$ cat config.mk
export PLATFORM = sky130hd
export DESIGN_NAME = heartbeat_seq
export DESIGN_NICKNAME = d
export VERILOG_FILES = /design/src/rtl/heartbeat_seq.sv
export SDC_FILE = /design/constraint.sdc
export NUM_CORES = 1
export LEC_CHECK = 0
export CORE_MARGIN = 1.5
export CORE_UTILIZATION = 55
export CTS_CLUSTER_DIAMETER = 80
export DETAILED_ROUTE_END_ITERATION = 8
export DONT_BUFFER_PORTS = 1
export PLACE_DENSITY = 0.7
export RECOVER_POWER = 100
export SETUP_SLACK_MARGIN = 0.3
export SLEW_MARGIN = 20
export SYNTH_ARGS = -nofsm -noshare
export SYNTH_HDL_FRONTEND = slang
export SYNTH_SLANG_ARGS = --single-unit
$ cat constraint.sdc
create_clock -name clk -period 1.9 [get_ports clk]
set_input_delay 0.57 -clock clk [delete_from_list [all_inputs] [get_ports clk]]
set_output_delay 0.57 -clock clk [all_outputs]
set_load 0.05 [all_outputs]
$ cat src/rtl/heartbeat_seq.sv
// heartbeat_seq: outward bar-sweep animation for the multiplexed 7-seg display.
// Optional HEARTBEAT_BOUNCE_EN adds a RETURN sweep back toward the centre.
module heartbeat_seq #(
    parameter int NUM_DIGITS = 4,
    parameter int TICK_DIV   = 1388889,
    parameter int GAP_TICKS  = 2
) (
    input  logic                    clk,
    input  logic                    reset_n,
    input  logic                    enable,
    output logic [2*NUM_DIGITS-1:0] digits_o,
    output logic                    beat_start,
    output logic                    busy
);
    localparam int H  = NUM_DIGITS / 2;
    localparam int CW = (TICK_DIV > 1) ? $clog2(TICK_DIV) : 1;
    localparam int PW = (2 * H > 1) ? $clog2(2 * H) : 1;
    localparam int GW = (GAP_TICKS > 1) ? $clog2(GAP_TICKS) : 1;
    localparam logic [CW-1:0] TICK_LAST = CW'(TICK_DIV - 1);
    localparam logic [PW-1:0] PH_LAST   = PW'(2 * H - 1);
    localparam logic [GW-1:0] GAP_LAST  = GW'((GAP_TICKS > 0) ? GAP_TICKS - 1 : 0);

`ifdef HEARTBEAT_BOUNCE_EN
    typedef enum logic [1:0] {IDLE, SWEEP, GAP, RETURN} state_t;
`else
    typedef enum logic [1:0] {IDLE, SWEEP, GAP} state_t;
`endif

    state_t                  state_q, state_d;
    logic [CW-1:0]           cnt_q, cnt_d;
    logic [PW-1:0]           phase_q, phase_d;
    logic [GW-1:0]           gap_q, gap_d;
    logic [2*NUM_DIGITS-1:0] digits_q, digits_d;
    logic                    beat_q, beat_d;
    logic                    busy_q, busy_d;
    logic                    tick;
    logic                    beat_done;

    always_ff @(posedge clk or negedge reset_n) begin
        if (!reset_n) begin
            state_q  <= IDLE;
            cnt_q    <= '0;
            phase_q  <= '0;
            gap_q    <= '0;
            digits_q <= '0;
            beat_q   <= 1'b0;
            busy_q   <= 1'b0;
        end else begin
            state_q  <= state_d;
            cnt_q    <= cnt_d;
            phase_q  <= phase_d;
            gap_q    <= gap_d;
            digits_q <= digits_d;
            beat_q   <= beat_d;
            busy_q   <= busy_d;
        end
    end

    always_comb begin
        state_d   = state_q;
        phase_d   = phase_q;
        gap_d     = gap_q;
        beat_d    = 1'b0;
        beat_done = 1'b0;
        tick      = (cnt_q == TICK_LAST);
        unique case (state_q)
            IDLE: begin
                if (enable) begin
                    state_d = SWEEP;
                    phase_d = '0;
                    beat_d  = 1'b1;
                end
            end
            SWEEP: begin
                if (!enable) begin
                    state_d = IDLE;
                end else if (tick) begin
                    if (phase_q != PH_LAST) begin
                        phase_d = phase_q + 1'b1;
                    end else begin
`ifdef HEARTBEAT_BOUNCE_EN
                        if (phase_q == '0) begin
                            beat_done = 1'b1;
                        end else begin
                            state_d = RETURN;
                            phase_d = phase_q - 1'b1;
                        end
`else
                        beat_done = 1'b1;
`endif
                    end
                end
            end
`ifdef HEARTBEAT_BOUNCE_EN
            RETURN: begin
                if (!enable) begin
                    state_d = IDLE;
                end else if (tick) begin
                    if (phase_q == '0) begin
                        beat_done = 1'b1;
                    end else begin
                        phase_d = phase_q - 1'b1;
                    end
                end
            end
`endif
            GAP: begin
                if (!enable) begin
                    state_d = IDLE;
                end else if (tick) begin
                    if (gap_q == GAP_LAST) begin
                        state_d = SWEEP;
                        phase_d = '0;
                        beat_d  = 1'b1;
                    end else begin
                        gap_d = gap_q + 1'b1;
                    end
                end
            end
            default: state_d = IDLE;
        endcase

        // End of the visible sweep: either blank gap or straight into a new beat.
        if (beat_done) begin
            if (GAP_TICKS == 0) begin
                state_d = SWEEP;
                phase_d = '0;
                beat_d  = 1'b1;
            end else begin
                state_d = GAP;
                gap_d   = '0;
            end
        end

        if (state_d == IDLE) begin
            phase_d = '0;
            gap_d   = '0;
        end

        if (state_q == IDLE || state_d == IDLE || tick) begin
            cnt_d = '0;
        end else begin
            cnt_d = cnt_q + 1'b1;
        end

        busy_d   = (state_d != IDLE);
        digits_d = '0;
        if (state_d == SWEEP
`ifdef HEARTBEAT_BOUNCE_EN
            || state_d == RETURN
`endif
            ) begin
            for (int j = 0; j < H; j++) begin
                if ((phase_d >> 1) == PW'(j)) begin
                    digits_d[2*(H-1-j) +: 2] = phase_d[0] ? 2'b01 : 2'b10;
                    digits_d[2*(H+j) +: 2]   = phase_d[0] ? 2'b10 : 2'b01;
                end
            end
        end
    end

    assign digits_o   = digits_q;
    assign beat_start = beat_q;
    assign busy       = busy_q;

endmodule

==> run_results.csv, run 1 <==
group,metric,value,unit
yosys,synthXorXnorAreaFrac,0.1017,
yosys,synthAdderAreaFrac,0.01529,
final_layout,multi_input_area,787.0,sq um
pwr,leakagePower,0.7813,nW
yosys,synth_simple_gate_area_frac,0.2691,
hold_path,whs_path_depth,2,
timing,finalSetupTns,0,ps
die,start_util,0.5884,
critical_path,critical_path.top_delay_family,"simple AND/OR/NAND/NOR gates",
yosys,postSynthAreaPerCell,10.04,sq um
final_layout,final_cells,210,
timing,fmax,0.5637,GHz
critical_path,ff2ff_setup_slack,130,ps
grt,grt_use_met1,0.2599,
clock_network,ctsLongestPathBuffers,2,
yosys,ys_seq_area_frac,0.4893,
critical_path,r2r_cells,8,
clock_network,numCtsBuffers,5,
hold_path,min_from,"enable",
timing,rsz0062_at_grt,"true",
critical_path,r2r-start,"cnt_q[0]",
final_layout,diodes,0,
yosys,async_reset_ff_frac,1.000,
die,die_x,57.55,um
die,die_y,57.55,um
critical_path,crit_arrival,2050,ps
yosys,synth_enable_flop_cells,0,
die,coreArea,2781,sq um
die,rows,19,
critical_path,r2r-end,"digits_o[6]",
grt,grt_usage,0.2179,
critical_path,path_cells,"inv_1, ha_1, nor4bb_2, nand2_2, or2_4, o22a_1, inv_2, and3_1",
clock_network,cts_tree,"yes",
placed_design,gp_congestion,0.8614,
die,dieArea,3312,sq um
yosys,synthMuxAreaShare,0.01376,
run,cap_violations,0,
critical_path,cp_slowest_cell,"dfrtp_1",
timing,slew_headroom,0.05288,
timing,setup_viol,0,
timing,period_minus_slack,1774,ps
placed_design,dp_hpwl,2053,um
grt,antenna_found_initial,0,
yosys,ys_ff_latch,32,
detailed_routing,viasPerCell,5.776,
critical_path,cp.required,2170,ps
pwr,p_per_area,681.1,nW/um^2
grt,grt_max_degree,33,
grt,grt_pass1_wl,5409,um
critical_path,cp_max_fo,4,
placed_design,io_buffers,0,
detailed_routing,ant_nets,0,
timing,tightest_slew,1421,ps
hold_path,min_to,"beat_start",
detailed_routing,routed_wl,3112,um
grt,grt-ovfl-total,0,
grt,grt_use_met2,0.3701,
yosys,synth_cell_type_count,43,
critical_path,slowest_delay,390,ps
yosys,synth_top_family_by_area,"simple AND/OR/NAND/NOR gates",
critical_path,critPathCaptureType,"flop",
timing,slew_violations,0,
yosys,yosysWarnings,0,
final_layout,num-nets-final,183,
grt,busiest_layer,"met2",
final_layout,drive_gt1_frac,0.2067,
timing,min_period_over_period,0.9337,
hold_path,hold_path_class,"in -> reg",
detailed_routing,vias,1213,
clock_network,clock_sinks,32,
detailed_routing,dr.pass1.iters,4,
yosys,synth_compound_area_frac,0.06575,
final_layout,syn_to_final_growth,13.07,%
critical_path,critPathLaunchType,"flop",
grt,grt_pass1_vias,1219,
timing,hold_viol,0,
yosys,syn_area,1637,sq um
grt,grtUsageMet3,0.07029,
timing,fin_skew,15.85,ps
clock_network,cts_max_level,2,
critical_path,worst-setup-path-type,"reg -> reg",
final_layout,nFillCells,242,
yosys,syn-num-nets,168,
yosys,postSynthCellCount,163,
final_layout,register_area,800.8,sq um
clock_network,clock_latency,330,ps
clock_network,cts_root_buf,"clkbuf_4",
detailed_routing,wl_per_cell,14.82,um
detailed_routing,drc_errors,0,
die,io_pins,13,
outcome,status,"finished, final reports clean",
pwr,peakVddDrop,670.2,uV
critical_path,crit_buf_inv,2,
clock_network,clkTransAtPathRegs,100,ps
detailed_routing,drt-initial-drc-count,132,
yosys,ys.flop_type,"dfrtp_1",
placed_design,dp.cells,197,
## area by class of cell
type                       count  area share
timing repair buffer          15     0.06356
inverter                       8     0.01623
clock inverter                 2     0.01893
clock buffer                   6     0.02231
sequential                    32      0.4327
multi-input combinational    116      0.4253
tap                           31     0.02096
## cells in the final DEF, fill, tap and decap left out, types with 2 or more instances in the layout
master and count:
nand3_1 7, clkbuf_4 6, inv_1 7, xor2_1 11, nand2_2 2, nand2b_1 2, o21ai_0 3, nor3_2 3
clkbuf_2 4, dfrtp_1 32, and3_1 4, nor2_1 26, or4_4 2, nand4_1 3, nor3_1 3, buf_4 8
nand2_1 10, a21oi_1 6, nor4b_1 2, xnor2_1 8
## worst max-delay path by stage
| stage | slack, ps | start | endpoint | depth (start not counted) |
|---|---|---|---|---|
| after CTS | 160 | cnt_q[1] | digits_o[6] | 8 |
| after floorplan | 270 | cnt_q[0] | digits_o[6] | 7 |
| after global placement | 60 | cnt_q[0] | digits_o[6] | 8 |
| after detailed placement | 70 | cnt_q[0] | digits_o[4] | 7 |
| after global routing | 30 | cnt_q[0] | digits_o[6] | 8 |
| final | 130 | cnt_q[0] | digits_o[6] | 8 |
## flip-flops by register name, summed over array words and instances, names as in the netlist
register    cells
digits_o        4
state_q         2
cnt_q          21
phase_q         2
gap_q           1
busy            1
beat_start      1
## report_power, final
part / leakage, nW / switching [mW] / total, mW / internal, mW
Combinational: 0.301 / 0.0441 / 0.0620 / 0.0179
Clock: 0.0422 / 0.225 / 0.500 / 0.276
Sequential: 0.438 / 0.0113 / 0.698 / 0.687
## stage by stage
| step | hold WS, ps | instance area (sq um) | worst slack, ps | util | power (mW) |
|---|---|---|---|---|---|
| finish | 459.1 | 1851 | 126.0 | 0.6653 | 1.260 |
| global route | 444.7 | 1851 | 32.39 | 0.6653 | 1.305 |
| CTS | 39.48 | 1889 | 164.6 | 0.6793 | 1.276 |
| detailed placement | 275.1 | 1724 | 68.41 | 0.6199 | 0.7551 |
| global placement | 275.2 | 1724 | 62.93 | 0.6199 | 0.7546 |
| floorplan | 274.4 | 1647 | 272.2 | - | 0.7460 |
## cells in the mapped netlist (all sizes together) (3+ instances only)
library cell,number,area (sq um)
inv,8,30.03
and3,4,25.02
nor2,27,103.9
nand3,8,52.55
xnor2,8,70.07
nor4,3,31.28
nand2,12,47.55
nor3,6,40.04
buf,6,40.04
o21ai,3,15.01
dfrtp,32,800.8
a21oi,6,30.03
xor2,11,96.34
nand4,3,18.77
## layer usage
layer | wire length (um) | part of all wire | up-vias
met4 | 69 | 0.022 | 0
met2 | 1587 | 0.51 | 31
met1 | 1322 | 0.42 | 595
li1 | - | - | 580
met5 | 0 | 0 | -
met3 | 132 | 0.042 | 7
## cell families after synthesis
family,Yosys count
simple gates,77
flops,32
xor+xnor,19
compound gates,17
buf+inv,15
fa+ha+maj,2
mux,1
## what timing repair did
action	CTS	global route
endpoints found under the setup margin	31	31
buffers inserted	4	0
pin swaps	8	3
resized for setup	8	0
endpoints found under the hold margin	32	0
hold buffers	1	0
Note: power is estimated with default switching activity, not from simulation.
==> run 2, diff against run 1 <==
--- a/config.mk
+++ b/config.mk
@@ -12,7 +12,7 @@
 export DONT_BUFFER_PORTS = 1
 export PLACE_DENSITY = 0.7
 export RECOVER_POWER = 100
-export SETUP_SLACK_MARGIN = 0.3
+export SETUP_SLACK_MARGIN = 0.1
 export SLEW_MARGIN = 20
 export SYNTH_ARGS = -nofsm -noshare
 export SYNTH_HDL_FRONTEND = slang
==> run 2 against run 1 <==
Wire length down 5.2%. Worst setup slack better by 1.5 ps. Clock power down 1%. Final cell count down 0.95%. Hold slack worse by 16 ps. Count of clock-buffer cells in the layout unchanged. Via count down 0.58%. Critical path depth unchanged. Core utilization down 0.94 points. Total power down 0.72%. Critical path type unchanged. Largest power group unchanged.
==> run_results.csv, run 2 (synthesis results as in run 1) <==
group,metric,value,unit
final_layout,final_common_cell,"dfrtp_1",
timing,period_minus_slack,1773,ps
final_layout,largest_register_ffs,21,
timing,hold_viol,0,
pwr,comb_power_share,0.047,
critical_path,crit_start,"cnt_q[1]",
timing,fin_skew,6.656,ps
detailed_routing,viasPerCell,5.798,
timing,slew_violations,0,
pwr,peakVddDrop,628.5,uV
critical_path,cp.required,2120,ps
run,cap_violations,0,
die,dieArea,3312,sq um
pwr,internal_power,0.9787,mW
detailed_routing,drc_errors,0,
pwr,p_per_area,686.0,nW/um^2
grt,grt_pass1_vias,1130,
detailed_routing,wl_per_cell,14.18,um
critical_path,r2r-start,"cnt_q[1]",
critical_path,crit_arrival,2000,ps
pwr,power.total,1.251,mW
final_layout,num-nets-final,181,
final_layout,multi_input_area,775.7,sq um
die,die_y,57.55,um
pwr,p_sw_frac,0.2179,
final_layout,register_area,800.8,sq um
detailed_routing,vias,1206,
final_layout,final_cell_mix,"32 x dfrtp_1, 25 x nor2_1, 11 x nand2_1, 11 x xor2_1",
critical_path,critPathCaptureType,"flop",
placed_design,pre_cts_ws,-9.632,ps
critical_path,critPathLaunchType,"flop",
grt,grt-ovfl-total,0,
pwr,p_clk_frac,0.395,
final_layout,diodes,0,
pwr,power.switching,0.2727,mW
placed_design,gp_congestion,0.9092,
detailed_routing,drt-initial-drc-count,79,
clock_network,clock_sinks,32,
grt,grt_max_degree,33,
clock_network,cts_tree,"yes",
clock_network,cts_root_buf,"clkbuf_4",
clock_network,ctsLongestPathBuffers,2,
detailed_routing,ant_nets,0,
detailed_routing,dr.pass1.iters,5,
die,coreArea,2781,sq um
die,rows,19,
clock_network,clkTransAtPathRegs,90,ps
hold_path,min_from,"enable",
pwr,leakagePower,0.7583,nW
timing,tightest_slew,1425,ps
clock_network,clock_latency,330,ps
timing,setup_viol,0,
timing,fin_ws,127.5,ps
timing,finalSetupTns,0,ps
timing,min_period_over_period,0.9329,
grt,grt_usage,0.2097,
die,io_pins,13,
die,die_x,57.55,um
timing,rsz0062_at_grt,"true",
hold_path,hold_path_class,"in -> reg",
timing,slew_headroom,0.04977,
die,start_util,0.5884,
grt,antenna_found_initial,0,
placed_design,dp_hpwl,2126,um
clock_network,numCtsBuffers,5,
final_layout,syn_to_final_growth,11.47,%
grt,grt_pass1_wl,5271,um
critical_path,cp_max_fo,3,
critical_path,worst-setup-path-type,"reg -> reg",
clock_network,cts_max_level,2,
final_layout,nFillCells,234,
outcome,status,"finished, final reports clean",
detailed_routing,routed_wl,2949,um
final_layout,drive_gt1_frac,0.1864,
timing,fmax,0.5642,GHz
final_layout,top_register,"cnt_q",
pwr,p_seq_frac,0.558,
placed_design,io_buffers,0,
run 2: changes by cell type in the layout (fill, tap and decap cells not counted), sizes merged:
cell | previous run | this run
buf | 9 | 8
clkbuf | 11 | 10
run 2: final cells by class:
type / instances / area share
inverter: 8 / 0.01646
clock buffer: 6 / 0.02263
multi-input combinational: 116 / 0.4252
sequential: 32 / 0.4390
timing repair buffer: 13 / 0.05624
tap: 31 / 0.02126
clock inverter: 2 / 0.01920
run 2: power groups by stage:
stage	Combinational (mW)	Sequential [mW]	Clock, mW
after global placement	0.0432	0.713	0
after floorplan	0.0278	0.717	0
after global routing	0.0660	0.700	0.545
final	0.0587	0.699	0.494
after CTS	0.0626	0.699	0.511
after detailed placement	0.0449	0.713	0
run 2: repair_timing:
item,4_1_cts,5_1_grt
setup buffers,0,2
hold buffers,1,0
resized for setup,2,2
setup endpoints to repair,22,30
endpoints found under the hold margin,32,0
run 2: final timing paths:
| check | end | slack (ps) | cells past startpoint |
|---|---|---|---|
| worst max-delay path | digits_o[4] | 130 | 8 |
| worst min-delay path | beat_start | 440 | 2 |
| worst max register to register | digits_o[4] | 130 | 8 |
| max in group asynchronous | cnt_q[1] | 330 | 1 |
| min in group asynchronous | cnt_q[20] | 730 | 1 |
| worst min register to register | cnt_q[13] | 540 | 2 |
run 2: per-layer routing:
metal  vias to the layer above  GRT usage  part of all wire
li1                        577          -                 -
met1                       587     0.2954              0.48
met2                        29     0.3019              0.45
met3                        13    0.06803             0.050
met4                         0    0.07973             0.019
met5                         -          0                 0
run 2: worst max-delay path: stages, from the launching register on:
cell	delay [ps]
dfrtp_1	410
inv_1	60
ha_1	130
nor4bb_1	200
nand2_1	150
nor3_2	280
o22a_1	220
inv_1	70
and3_1	150
run 2: stage by stage:
| stage | instance area [sq um] | std cells | utilization | hold slack, ps |
|---|---|---|---|---|
| 2_1_floorplan | 1637 | 163 | - | 274.4 |
| 3_3_place_gp | 1719 | 197 | 0.6181 | 275.1 |
| 3_5_place_dp | 1719 | 197 | 0.6181 | 275.1 |
| 4_1_cts | 1827 | 206 | 0.6568 | 41.14 |
| 5_1_grt | 1824 | 208 | 0.6559 | 450.7 |
| 6_report | 1824 | 208 | 0.6559 | 443.0 |
